File: src/rtl/triangle_traversal.sv
// triangle_traversal
// -----------------------------------------------------------------------------
// Bounding-box traversal stage that sits between triangle setup and pixel_eval.
// It takes one screen-space triangle at a time and computes the integer
// bounding box of its vertices, clamped to the screen. It then streams every
// pixel coordinate inside that box in raster order. The inside test is done
// downstream.
//
// Handshake semantics (both ports): a transfer happens on a rising clk edge
// where valid && ready are both high. The producer holds valid and every
// payload bit stable until that edge. The ready signal never depends
// combinationally on valid. in_ready and out_valid are decodes of the
// registered state only.
//
// Ports
//   clk        in   single clock, rising-edge
//   rst_n      in   asynchronous active-low reset
//   in_tri     in   pixel_state_t triangle; x/y fields ignored
//   in_valid   in   in_tri is valid
//   in_ready   out  idle and out of reset; a triangle can be taken
//   out_pixel  out  latched triangle with x/y = current pixel
//   out_valid  out  out_pixel is valid
//   out_ready  in   consumer accepts out_pixel
//   out_last   out  final pixel of the triangle (qualified by out_valid)
//   busy       out  a triangle is in flight
//   dbg_state  out  current FSM state encoding (for checkers)
// -----------------------------------------------------------------------------

package triangle_traversal_pkg;
  typedef logic signed [31:0] q16_16_t;
  typedef logic [11:0]        color12_t;

  typedef struct packed {
    q16_16_t x;
    q16_16_t y;
  } vec2_t;

  typedef struct packed {
    vec2_t       v0;
    vec2_t       v1;
    vec2_t       v2;
    color12_t    v0_color;
    color12_t    v1_color;
    color12_t    v2_color;
    q16_16_t     v0_depth;
    q16_16_t     v1_depth;
    q16_16_t     v2_depth;
    logic [15:0] x;
    logic [15:0] y;
  } pixel_state_t;
endpackage

module triangle_traversal
  import triangle_traversal_pkg::*;
#(
  parameter int WIDTH  = 320,
  parameter int HEIGHT = 240
) (
  input  logic         clk,
  input  logic         rst_n,
  input  pixel_state_t in_tri,
  input  logic         in_valid,
  output logic         in_ready,
  output pixel_state_t out_pixel,
  output logic         out_valid,
  input  logic         out_ready,
  output logic         out_last,
  output logic         busy,
  output logic [1:0]   dbg_state
);

  // S_BOUND floors the latched vertices and registers the raw min/max.
  // S_SETUP then runs the empty test and clamps from those registers. This
  // splits the three-way signed compare from the bound/clamp compare. It also
  // puts the first pixel two edges after acceptance.
  typedef enum logic [1:0] {
    S_IDLE  = 2'd0,
    S_BOUND = 2'd1,
    S_SETUP = 2'd2,
    S_EMIT  = 2'd3
  } state_t;

  localparam logic signed [31:0] X_MAX = 32'(WIDTH - 1);
  localparam logic signed [31:0] Y_MAX = 32'(HEIGHT - 1);

  // Integer part of a Q16.16 value, rounded toward minus infinity.
  function automatic logic signed [31:0] floor_q(input q16_16_t q);
    return q >>> 16;
  endfunction

  function automatic logic signed [31:0] min3(input logic signed [31:0] a,
                                              input logic signed [31:0] b,
                                              input logic signed [31:0] c);
    logic signed [31:0] m;
    m = a;
    if (b < m) m = b;
    if (c < m) m = c;
    return m;
  endfunction

  function automatic logic signed [31:0] max3(input logic signed [31:0] a,
                                              input logic signed [31:0] b,
                                              input logic signed [31:0] c);
    logic signed [31:0] m;
    m = a;
    if (b > m) m = b;
    if (c > m) m = c;
    return m;
  endfunction

  state_t             r_state;
  state_t             w_state_nxt;
  pixel_state_t       r_tri;

  // Unclamped signed box, valid from S_SETUP onward.
  logic signed [31:0] r_bmin_x;
  logic signed [31:0] r_bmax_x;
  logic signed [31:0] r_bmin_y;
  logic signed [31:0] r_bmax_y;

  // Clamped box and raster cursor, valid in S_EMIT.
  logic [15:0]        r_min_x;
  logic [15:0]        r_max_x;
  logic [15:0]        r_max_y;
  logic [15:0]        r_cur_x;
  logic [15:0]        r_cur_y;

  logic               w_accept;
  logic               w_empty;
  logic               w_last;
  logic               w_pix_accept;
  logic [15:0]        w_lo_x;
  logic [15:0]        w_hi_x;
  logic [15:0]        w_lo_y;
  logic [15:0]        w_hi_y;

  assign w_accept     = in_valid && in_ready;
  assign w_last       = (r_cur_x == r_max_x) && (r_cur_y == r_max_y);
  assign w_pix_accept = (r_state == S_EMIT) && out_ready;

  // The empty test runs on the unclamped box. Clamping could otherwise pull
  // a fully offscreen box back onto the screen edge.
  assign w_empty = (r_bmax_x < 32'sd0) || (r_bmin_x > X_MAX) ||
                   (r_bmax_y < 32'sd0) || (r_bmin_y > Y_MAX);

  // If the box is not empty, each lower bound is <= the screen max and each
  // upper bound is >= 0. So only one side of each bound needs clamping.
  assign w_lo_x = (r_bmin_x < 32'sd0) ? 16'd0 : r_bmin_x[15:0];
  assign w_hi_x = (r_bmax_x > X_MAX)  ? X_MAX[15:0] : r_bmax_x[15:0];
  assign w_lo_y = (r_bmin_y < 32'sd0) ? 16'd0 : r_bmin_y[15:0];
  assign w_hi_y = (r_bmax_y > Y_MAX)  ? Y_MAX[15:0] : r_bmax_y[15:0];

  always_ff @(posedge clk or negedge rst_n) begin
    if (!rst_n) begin
      r_state  <= S_IDLE;
      r_tri    <= '0;
      r_bmin_x <= '0;
      r_bmax_x <= '0;
      r_bmin_y <= '0;
      r_bmax_y <= '0;
      r_min_x  <= '0;
      r_max_x  <= '0;
      r_max_y  <= '0;
      r_cur_x  <= '0;
      r_cur_y  <= '0;
    end else begin
      r_state <= w_state_nxt;

      if ((r_state == S_IDLE) && w_accept) begin
        r_tri <= in_tri;
      end

      if (r_state == S_BOUND) begin
        r_bmin_x <= min3(floor_q(r_tri.v0.x), floor_q(r_tri.v1.x), floor_q(r_tri.v2.x));
        r_bmax_x <= max3(floor_q(r_tri.v0.x), floor_q(r_tri.v1.x), floor_q(r_tri.v2.x));
        r_bmin_y <= min3(floor_q(r_tri.v0.y), floor_q(r_tri.v1.y), floor_q(r_tri.v2.y));
        r_bmax_y <= max3(floor_q(r_tri.v0.y), floor_q(r_tri.v1.y), floor_q(r_tri.v2.y));
      end

      if ((r_state == S_SETUP) && !w_empty) begin
        r_min_x <= w_lo_x;
        r_max_x <= w_hi_x;
        r_max_y <= w_hi_y;
        r_cur_x <= w_lo_x;
        r_cur_y <= w_lo_y;
      end

      // On the last pixel the cursor stays put. The FSM leaves EMIT, and the
      // next SETUP reloads the cursor.
      if (w_pix_accept && !w_last) begin
        if (r_cur_x < r_max_x) begin
          r_cur_x <= r_cur_x + 16'd1;
        end else begin
          r_cur_x <= r_min_x;
          r_cur_y <= r_cur_y + 16'd1;
        end
      end
    end
  end

  always_comb begin
    w_state_nxt = r_state;
    case (r_state)
      S_IDLE:  if (w_accept) w_state_nxt = S_BOUND;
      S_BOUND: w_state_nxt = S_SETUP;
      S_SETUP: w_state_nxt = w_empty ? S_IDLE : S_EMIT;
      S_EMIT:  if (out_ready && w_last) w_state_nxt = S_IDLE;
      default: w_state_nxt = S_IDLE;
    endcase
  end

  // rst_n gates in_ready so it reads low while reset is held. The state is
  // already IDLE at that point.
  assign in_ready  = rst_n && (r_state == S_IDLE);
  assign out_valid = (r_state == S_EMIT);
  assign out_last  = out_valid && w_last;
  assign busy      = (r_state != S_IDLE);
  assign dbg_state = r_state;

  always_comb begin
    out_pixel   = r_tri;
    out_pixel.x = r_cur_x;
    out_pixel.y = r_cur_y;
  end

endmodule

File: config.mk
export PLATFORM = sky130hd
export DESIGN_NAME = triangle_traversal
export DESIGN_NICKNAME = d
export VERILOG_FILES = /design/src/rtl/triangle_traversal.sv
export SDC_FILE = /design/constraint.sdc
export NUM_CORES = 1
export LEC_CHECK = 0
export BUFFER_PORTS_ARGS = -buffer_cell sky130_fd_sc_hd__buf_4
export CORE_AREA = 2 2 280 282
export CTS_CLUSTER_DIAMETER = 200
export CTS_CLUSTER_SIZE = 16
export DETAILED_ROUTE_END_ITERATION = 10
export DIE_AREA = 0 0 282 284
export GPL_ROUTABILITY_DRIVEN = 0
export PLACE_DENSITY = 0.5
export SYNTH_ARGS = -nofsm -noshare
export SYNTH_HDL_FRONTEND = slang
export SYNTH_SLANG_ARGS = --single-unit
File: constraint.sdc
create_clock -name clk -period 5.1 [get_ports clk]
set_input_delay 1.275 -clock clk [delete_from_list [all_inputs] [get_ports clk]]
set_output_delay 1.275 -clock clk [all_outputs]
set_load 0.005 [all_outputs]
==> metrics.json, run 1 <==
{
  "timing": {
    "fin_skew_ns": 0.01923,
    "totalNegativeSetupSlack_ns": 0,
    "timing.final.crit_share_pct": 94.54,
    "period_needed_ns": 4.821,
    "setup-violations-final": 0,
    "max_slew.worst_pin.slew_ns": 1.107,
    "timing_hold_violations_final": 0,
    "fin_ws_ns": 0.2787,
    "finalMaxSlewViolations": 0,
    "relSlewSlack_pct": 26.17,
    "achievable-frequency_ghz": 0.2074
  },
  "pwr": {
    "power.density_nw_per_um2": 743.0,
    "total_power_mw": 22.53,
    "irDropWorstVdd_v": 0.0004289,
    "static_leak_nw": 14.32
  },
  "global_routing": {
    "first_global_vias": 18670,
    "grt_util_met3_pct": 6.241,
    "use_met2_pct": 36.25,
    "antenna_found_initial": 25,
    "grt_start_max_net_pins": 83,
    "gr-max-usage-layer": "met2",
    "total_grt_overflow": 0,
    "first_pass_grt_wire_length_mm": 128.0,
    "met1_routing_resource_usage_after_global_routing_pct": 27.68,
    "grt_usage_pct": 21.60
  },
  "synthesis": {
    "mappedNetlistNets": 2397,
    "syn-cell-area_um2": 22410,
    "synth-async-reset-ratio_pct": 100.0,
    "post_synth.cell_area_avg_um2": 11.66,
    "yosysMostFrequentCell": "sky130_fd_sc_hd__dfrtp_1",
    "ys_dominant_reg_cell": "sky130_fd_sc_hd__dfrtp_1",
    "synth_edf_count": 0,
    "count_of_mapped_cells_out_of_synthesis": 1923,
    "synth_seq_cells": 469,
    "synth_area_leader_cell": "sky130_fd_sc_hd__dfrtp_1",
    "synth.top_cells.by_count": "469 x sky130_fd_sc_hd__dfrtp_1, 292 x sky130_fd_sc_hd__mux2_2, 160 x sky130_fd_sc_hd__nand2_1",
    "synth_cell_types": 68,
    "yosysTopAreaCellShare_pct": 52.36,
    "seq_area_frac_synth_pct": 52.36,
    "yosys_warnings": 0,
    "post_synth_main_area_contributors": "sky130_fd_sc_hd__dfrtp_1 52%, sky130_fd_sc_hd__mux2_2 15%, sky130_fd_sc_hd__ha_1 6.4%"
  },
  "worst_hold_path": {
    "min_path_type": "register to register"
  },
  "detailed_routing": {
    "route.vias.total": 18190,
    "final_antenna_net_count": 0,
    "routedWlPerCell_um": 24.03,
    "initial_drt_markers": 979,
    "wl_mm": 88.32,
    "detailedRoute.firstPassIterationCount": 5,
    "vias_per_cell": 4.949,
    "drc": 0
  },
  "clock_tree": {
    "tritoncts.num_buffers": 35,
    "numClockSinks": 469,
    "cts.htree.levels": 2,
    "clk_path_buf_depth": 3,
    "path_clk_slew_ns": 0.08,
    "tritoncts": "done",
    "cts.root.buffer_cell": "sky130_fd_sc_hd__clkbuf_16",
    "clkLatencyLatePin_ns": 0.56,
    "cts_hold_repair.buffers": 0
  },
  "worst_setup_path": {
    "crit_required_ns": 5.54,
    "setup.worst_path.start_class": "register",
    "path_class": "register to register",
    "arrival_time_reported_for_the_critical_path_endpoint_ns": 5.27,
    "biggest_fanout_along_the_worst_timing_path": 14,
    "worst_setup_path_end_kind": "register"
  },
  "placement": {
    "placement.cell_area_um2": 29260,
    "place_hpwl_mm": 71.07,
    "portBuffers": 689,
    "placement.setup.worst_slack_ns": 0.04477
  },
  "floorplanning": {
    "num_rows": 102,
    "dieHeight_um": 284,
    "coreArea_um2": 76960,
    "start_util_pct": 29.13,
    "die_width_um": 282,
    "top_level_ports": 722,
    "dieArea_um2": 80090
  },
  "run": {
    "number_of_maximum_capacitance_constraint_violations": 0
  },
  "status": {
    "outcome": "finished, final reports clean"
  },
  "finish": {
    "area_growth_syn_to_layout_pct": 35.27,
    "drive_gt1_share_pct": 42.82,
    "finish.utilization_pct": 39.40,
    "design_area_um2": 30320,
    "nNetsFinal": 3107
  }
}
[repair_timing]
action | 4_1_cts | 5_1_grt
setup endpoints to repair | 0 | 55
gates resized for setup | 0 | 15
setup buffers | 0 | 3
[layout make-up]
type                            count  area, µm²
Timing Repair Buffer              765       5901
Clock buffer                       37      925.9
Fill cell                        7548      46640
Antenna cell                        2      5.005
Inverter                           84      315.3
Sequential cell                   469      11740
Clock inverter                      1      16.27
Multi-Input combinational cell   1278      10120
Tap cell                         1040       1301
[power by group]
group	internal (mW)	switching, mW
Combinational	6.23	6.63
Sequential	5.43	1.57
Clock	1.29	1.38
[registers in the layout, summed over array words and instances, names as in the netlist]
| signal | flops |
|---|---|
| r_max_y | 16 |
| r_bmax_y | 16 |
| out_pixel | 324 |
| dbg_state | 2 |
| r_cur_x | 16 |
| r_min_x | 15 |
| r_bmin_x | 16 |
| r_bmax_x | 16 |
| r_max_x | 16 |
| r_cur_y | 16 |
| r_bmin_y | 16 |
[final timing paths]
path	startpoint	end	slack (ns)	cells past startpoint
min in group asynchronous	rst_n	out_pixel[63]	0.60	1
max in group asynchronous	rst_n	out_pixel[34]	2.52	3
setup reg to reg	out_pixel[354]	r_bmin_x[10]	0.28	17
setup / recovery	out_pixel[354]	r_bmin_x[10]	0.28	17
hold / removal	r_min_x[8]	r_min_x[8]	0.48	2
hold reg to reg	r_min_x[8]	r_min_x[8]	0.48	2
[stage by stage]
step	cells	hold slack, ns
2_1_floorplan	1923	0.4402
3_3_place_gp	3632	0.4591
3_5_place_dp	3632	0.4653
4_1_cts	3670	0.4841
5_1_grt	3674	0.5071
6_report	3676	0.4805
[worst max-delay path, stage by stage, from the launching register on]
cell	delay (ns)
sky130_fd_sc_hd__dfrtp_1	0.43
sky130_fd_sc_hd__inv_1	0.08
sky130_fd_sc_hd__ha_1	0.31
sky130_fd_sc_hd__nand4_2	0.18
sky130_fd_sc_hd__or4_4	0.58
sky130_fd_sc_hd__a21o_4	0.23
sky130_fd_sc_hd__and3_4	0.18
sky130_fd_sc_hd__a21oi_2	0.17
sky130_fd_sc_hd__buf_4	0.19
sky130_fd_sc_hd__mux2i_2	0.26
sky130_fd_sc_hd__ha_1	0.29
sky130_fd_sc_hd__a21o_1	0.20
sky130_fd_sc_hd__a2111oi_2	0.40
sky130_fd_sc_hd__o32ai_1	0.20
sky130_fd_sc_hd__nor4_2	0.34
sky130_fd_sc_hd__buf_4	0.20
sky130_fd_sc_hd__a21oi_4	0.13
sky130_fd_sc_hd__a221o_1	0.34
[layout by cell type, fill, tap and decap left out, types with 8 or more instances in the layout]
| cell | instances |
|---|---|
| sky130_fd_sc_hd__a211oi_1 | 25 |
| sky130_fd_sc_hd__nand3_1 | 23 |
| sky130_fd_sc_hd__o22ai_1 | 8 |
| sky130_fd_sc_hd__a211o_1 | 16 |
| sky130_fd_sc_hd__ha_1 | 114 |
| sky130_fd_sc_hd__a221o_1 | 14 |
| sky130_fd_sc_hd__mux2_2 | 292 |
| sky130_fd_sc_hd__a21oi_1 | 55 |
| sky130_fd_sc_hd__dfrtp_1 | 469 |
| sky130_fd_sc_hd__o21a_1 | 11 |
| sky130_fd_sc_hd__mux2i_1 | 75 |
| sky130_fd_sc_hd__clkbuf_16 | 37 |
| sky130_fd_sc_hd__o31ai_1 | 9 |
| sky130_fd_sc_hd__buf_4 | 752 |
| sky130_fd_sc_hd__nand4_1 | 23 |
| sky130_fd_sc_hd__buf_12 | 12 |
| sky130_fd_sc_hd__nor3_1 | 58 |
| sky130_fd_sc_hd__nor4_1 | 11 |
| sky130_fd_sc_hd__xor2_1 | 15 |
| sky130_fd_sc_hd__nand2_1 | 160 |
| sky130_fd_sc_hd__and2_1 | 20 |
| sky130_fd_sc_hd__nor2_1 | 72 |
| sky130_fd_sc_hd__a31oi_1 | 9 |
| sky130_fd_sc_hd__inv_1 | 84 |
| sky130_fd_sc_hd__nand3b_1 | 8 |
| sky130_fd_sc_hd__nor2b_1 | 8 |
| sky130_fd_sc_hd__a21o_1 | 32 |
| sky130_fd_sc_hd__o21ai_0 | 120 |
[metal layers]
metal  share of wire [%]  wire length, µm
met1                  41            36590
met2                  49            43040
met3                 7.9             6966
met4                 1.7             1536
met5                0.21              187
[cells by family after synthesis]
group,Yosys count,synth area share (%)
AO/OA/AOI/OAI,350,10.26
XOR/XNOR,22,0.8597
adder cells (fa/ha/maj),114,6.364
buffers and inverters,177,3.093
flip-flops,469,52.36
multiplexers,370,18.15
AND/OR/NAND/NOR,421,8.909
Note: power is estimated with default switching activity, not from simulation.
==> inputs of run 2 (changes only) <==
==> constraint.sdc (replaced) <==
create_clock -name clk -period 4.1 [get_ports clk]
set_input_delay 1.025 -clock clk [delete_from_list [all_inputs] [get_ports clk]]
set_output_delay 1.025 -clock clk [all_outputs]
set_load 0.005 [all_outputs]
==> metrics.json, run 2 (synthesis results as in run 1) <==
{
  "status": {
    "outcome": "complete, but fails checks",
    "failed_checks": "setup timing"
  },
  "pwr": {
    "relative_contribution_of_sequential_cells_to_total_power": {"value": 25.3, "unit": "%", "change": "-5.8 points"},
    "power.density": {"value": 1037, "unit": "nW/µm²", "change": "+40%"},
    "net-switching-power": {"value": 14.03, "unit": "mW", "change": "+46%"},
    "static_leak": {"value": 15.32, "unit": "nW", "change": "+7.0%"},
    "irDropWorstVdd": {"value": 0.0007499, "unit": "V", "change": "+75%"},
    "power.share.clock": {"value": 9.8, "unit": "%", "change": "-2.1 points"},
    "power.share.combinational": {"value": 64.9, "unit": "%", "change": "+7.8 points"},
    "sw_frac_of_total": {"value": 41.27, "unit": "%", "change": "-1.2 points"},
    "cell_internal_pwr": {"value": 19.97, "unit": "mW", "change": "+54%"}
  },
  "worst_setup_path": {
    "biggest_fanout_along_the_worst_timing_path": {"value": 8, "change": "-6"},
    "setup.worst_path.start_class": "register",
    "rr_worst_depth": {"value": 20, "change": "+3"},
    "r2r_setup_slack": {"value": -0.25, "unit": "ns", "change": "-0.53 ns"},
    "reg_to_reg_critical_path_startpoint": "out_pixel[291]",
    "r2r_end": "r_bmax_x[30]",
    "arrival_time_reported_for_the_critical_path_endpoint": {"value": 4.80, "unit": "ns", "change": "-0.47 ns"},
    "crit_required": {"value": 4.54, "unit": "ns", "change": "-1.00 ns"},
    "path_class": "register to register",
    "worst_setup_path_end_kind": "register"
  },
  "global_routing": {
    "grt_start_max_net_pins": {"value": 134, "change": "+61%"},
    "first_global_vias": {"value": 19790, "change": "+6.0%"},
    "total_grt_overflow": {"value": 0, "change": "unchanged"},
    "grt_usage": {"value": 22.84, "unit": "%", "change": "+1.2 points"},
    "antenna_found_initial": {"value": 16, "change": "-36%"},
    "first_pass_grt_wire_length": {"value": 135.5, "unit": "mm", "change": "+5.9%"}
  },
  "finish": {
    "area_growth_syn_to_layout_pct": 46.25,
    "fillers": {"value": 7325, "change": "-3.0%"},
    "layout.cells.most_common": "sky130_fd_sc_hd__buf_4",
    "nNetsFinal": {"value": 3294, "change": "+6.0%"},
    "finish.utilization": {"value": 42.60, "unit": "%", "change": "+3.2 points"},
    "multi_input_comb_area": {"value": 11080, "unit": "µm²", "change": "+9.5%"},
    "post_layout_nonfiller_instances": {"value": 3863, "change": "+5.1%"},
    "ff_latch_area": {"value": 11740, "unit": "µm²", "change": "unchanged"},
    "largest_register_ffs": {"value": 324, "change": "unchanged"},
    "final_cell_mix": "917 x sky130_fd_sc_hd__buf_4, 469 x sky130_fd_sc_hd__dfrtp_1, 282 x sky130_fd_sc_hd__mux2_2, 158 x sky130_fd_sc_hd__nand2_1, 99 x sky130_fd_sc_hd__o21ai_0",
    "drive_gt1_share": {"value": 50.78, "unit": "%", "change": "+8.0 points"}
  },
  "timing": {
    "achievable-frequency": {"value": 0.2297, "unit": "GHz", "change": "+11%"},
    "setup-violations-final": {"value": 59, "change": "+59"},
    "max_slew.worst_pin.slew": {"value": 1.030, "unit": "ns", "change": "-0.07713 ns"},
    "relSlewSlack": {"value": 31.32, "unit": "%", "change": "+5.1 points"},
    "finalMaxSlewViolations": {"value": 0, "change": "unchanged"},
    "timing_hold_violations_final": {"value": 0, "change": "unchanged"},
    "rsz0062_at_grt": "yes",
    "timing.final.crit_share": {"value": 106.2, "unit": "%", "change": "+12 points"},
    "fin_skew": {"value": 0.03512, "unit": "ns", "change": "+0.01589 ns"},
    "totalNegativeSetupSlack": {"value": -8.728, "unit": "ns", "change": "-8.728 ns"},
    "fin_ws": {"value": -0.2537, "unit": "ns", "change": "-0.5324 ns"},
    "period_needed": {"value": 4.354, "unit": "ns", "change": "-0.4676 ns"}
  },
  "clock_tree": {
    "clk_path_buf_depth": {"value": 3, "change": "unchanged"},
    "numClockSinks": {"value": 469, "change": "unchanged"},
    "cts.htree.levels": {"value": 2, "change": "unchanged"},
    "tritoncts": "done",
    "cts_hold_repair.buffers": {"value": 0, "change": "unchanged"},
    "clkLatencyLatePin": {"value": 0.59, "unit": "ns", "change": "+0.03 ns"},
    "tritoncts.num_buffers": {"value": 35, "change": "unchanged"},
    "cts.root.buffer_cell": "sky130_fd_sc_hd__clkbuf_16",
    "path_clk_slew": {"value": 0.09, "unit": "ns", "change": "about the same"}
  },
  "detailed_routing": {
    "routedWlPerCell": {"value": 24.23, "unit": "µm", "change": "+0.83%"},
    "detailedRoute.firstPassIterationCount": {"value": 5, "change": "unchanged"},
    "initial_drt_markers": {"value": 1275, "change": "+30%"},
    "drc": {"value": 0, "change": "unchanged"},
    "route.vias.total": {"value": 19020, "change": "+4.5%"},
    "final_antenna_net_count": {"value": 0, "change": "unchanged"},
    "wl": {"value": 93.58, "unit": "mm", "change": "+6.0%"},
    "vias_per_cell": {"value": 4.922, "change": "-0.54%"}
  },
  "placement": {
    "place_hpwl": {"value": 74.24, "unit": "mm", "change": "+4.5%"},
    "portBuffers": {"value": 689, "change": "unchanged"},
    "placement.setup.worst_slack": {"value": -0.5214, "unit": "ns", "change": "-0.5662 ns"},
    "place_inst": {"value": 3784, "change": "+4.2%"}
  },
  "floorplanning": {
    "dieArea": {"value": 80090, "unit": "µm²", "change": "unchanged"},
    "top_level_ports": {"value": 722, "change": "unchanged"},
    "num_rows": {"value": 102, "change": "unchanged"},
    "start_util": {"value": 29.13, "unit": "%", "change": "unchanged"},
    "coreArea": {"value": 76960, "unit": "µm²", "change": "unchanged"},
    "die_width": {"value": 282, "unit": "µm", "change": "unchanged"},
    "dieHeight": {"value": 284, "unit": "µm", "change": "unchanged"}
  },
  "worst_hold_path": {
    "min_path_type": "input pin to async pin"
  },
  "run": {
    "number_of_maximum_capacitance_constraint_violations": {"value": 0, "change": "unchanged"}
  }
}
run 2: cell type report:
cell class              count  area share, %
flip-flops and latches    469          35.80
diodes                      1       0.007634
well taps                1040          3.970
repair buffers            953          22.59
clock buffers              36          2.748
multi-input cells        1277          33.79
inverters                  84         0.9619
clock inverters             3         0.1260
run 2: timing repair:
| item | in CTS | in global routing |
|---|---|---|
| setup buffers | 18 | 16 |
| resized for setup | 104 | 119 |
| endpoints found under the setup margin | 62 | 62 |
| pin swaps | 28 | 47 |
| cloned | 3 | 3 |
run 2: through the flow:
stage	instance area (µm²)	power [mW]	hold WS [ns]
final	32780	34.00	0.2856
after global routing	32780	36.15	0.2733
after CTS	32060	32.25	0.2667
after detailed placement	30400	26.68	0.4695
after global placement	30400	26.31	0.4634
after floorplan	22490	16.95	0.4402
run 2: per-layer routing:
metal  global-route usage [%]  share of wire, %  vias up
li1                         -                 -     8674
met1                    29.73                42     9702
met2                    38.61                49      546
met3                    5.492               7.1       79
met4                    4.215               1.6       14
met5                        0             0.088        -
run 2: power by group through the flow:
stage / Clock [mW] / Combinational (mW) / Sequential, mW
4_1_cts: 3.46 / 20.2 / 8.55
3_3_place_gp: 0 / 17.8 / 8.52
2_1_floorplan: 0 / 8.64 / 8.31
6_report: 3.33 / 22.1 / 8.59
3_5_place_dp: 0 / 18.1 / 8.58
5_1_grt: 3.63 / 23.7 / 8.84
run 2: how the worst max path moves through the flow:
stage	from	endpoint	slack, ns	cells past startpoint
floorplan	out_pixel[291]	r_bmax_x[9]	-0.43	19
finish	out_pixel[291]	r_bmax_x[30]	-0.25	20
CTS	out_pixel[291]	r_bmax_x[30]	-0.25	20
global placement	out_pixel[351]	r_bmin_x[5]	-0.52	16
detailed placement	out_pixel[351]	r_bmin_x[7]	-0.52	17
global route	out_pixel[291]	r_bmax_x[30]	-0.48	20
run 2: critical path, cell delays in order (launching register included):
cell	delay, ns
sky130_fd_sc_hd__dfrtp_1	0.41
sky130_fd_sc_hd__ha_4	0.30
sky130_fd_sc_hd__nand4_4	0.12
sky130_fd_sc_hd__or4_4	0.50
sky130_fd_sc_hd__a21o_4	0.20
sky130_fd_sc_hd__and3_4	0.18
sky130_fd_sc_hd__a211oi_4	0.26
sky130_fd_sc_hd__buf_6	0.15
sky130_fd_sc_hd__buf_8	0.12
sky130_fd_sc_hd__buf_8	0.13
sky130_fd_sc_hd__mux2i_4	0.26
sky130_fd_sc_hd__ha_4	0.16
sky130_fd_sc_hd__nand4_1	0.10
sky130_fd_sc_hd__nor2_2	0.20
sky130_fd_sc_hd__o21ai_1	0.11
sky130_fd_sc_hd__a21oi_2	0.20
sky130_fd_sc_hd__o31ai_4	0.09
sky130_fd_sc_hd__buf_6	0.14
sky130_fd_sc_hd__buf_12	0.14
sky130_fd_sc_hd__mux2i_4	0.18
sky130_fd_sc_hd__mux2_4	0.26
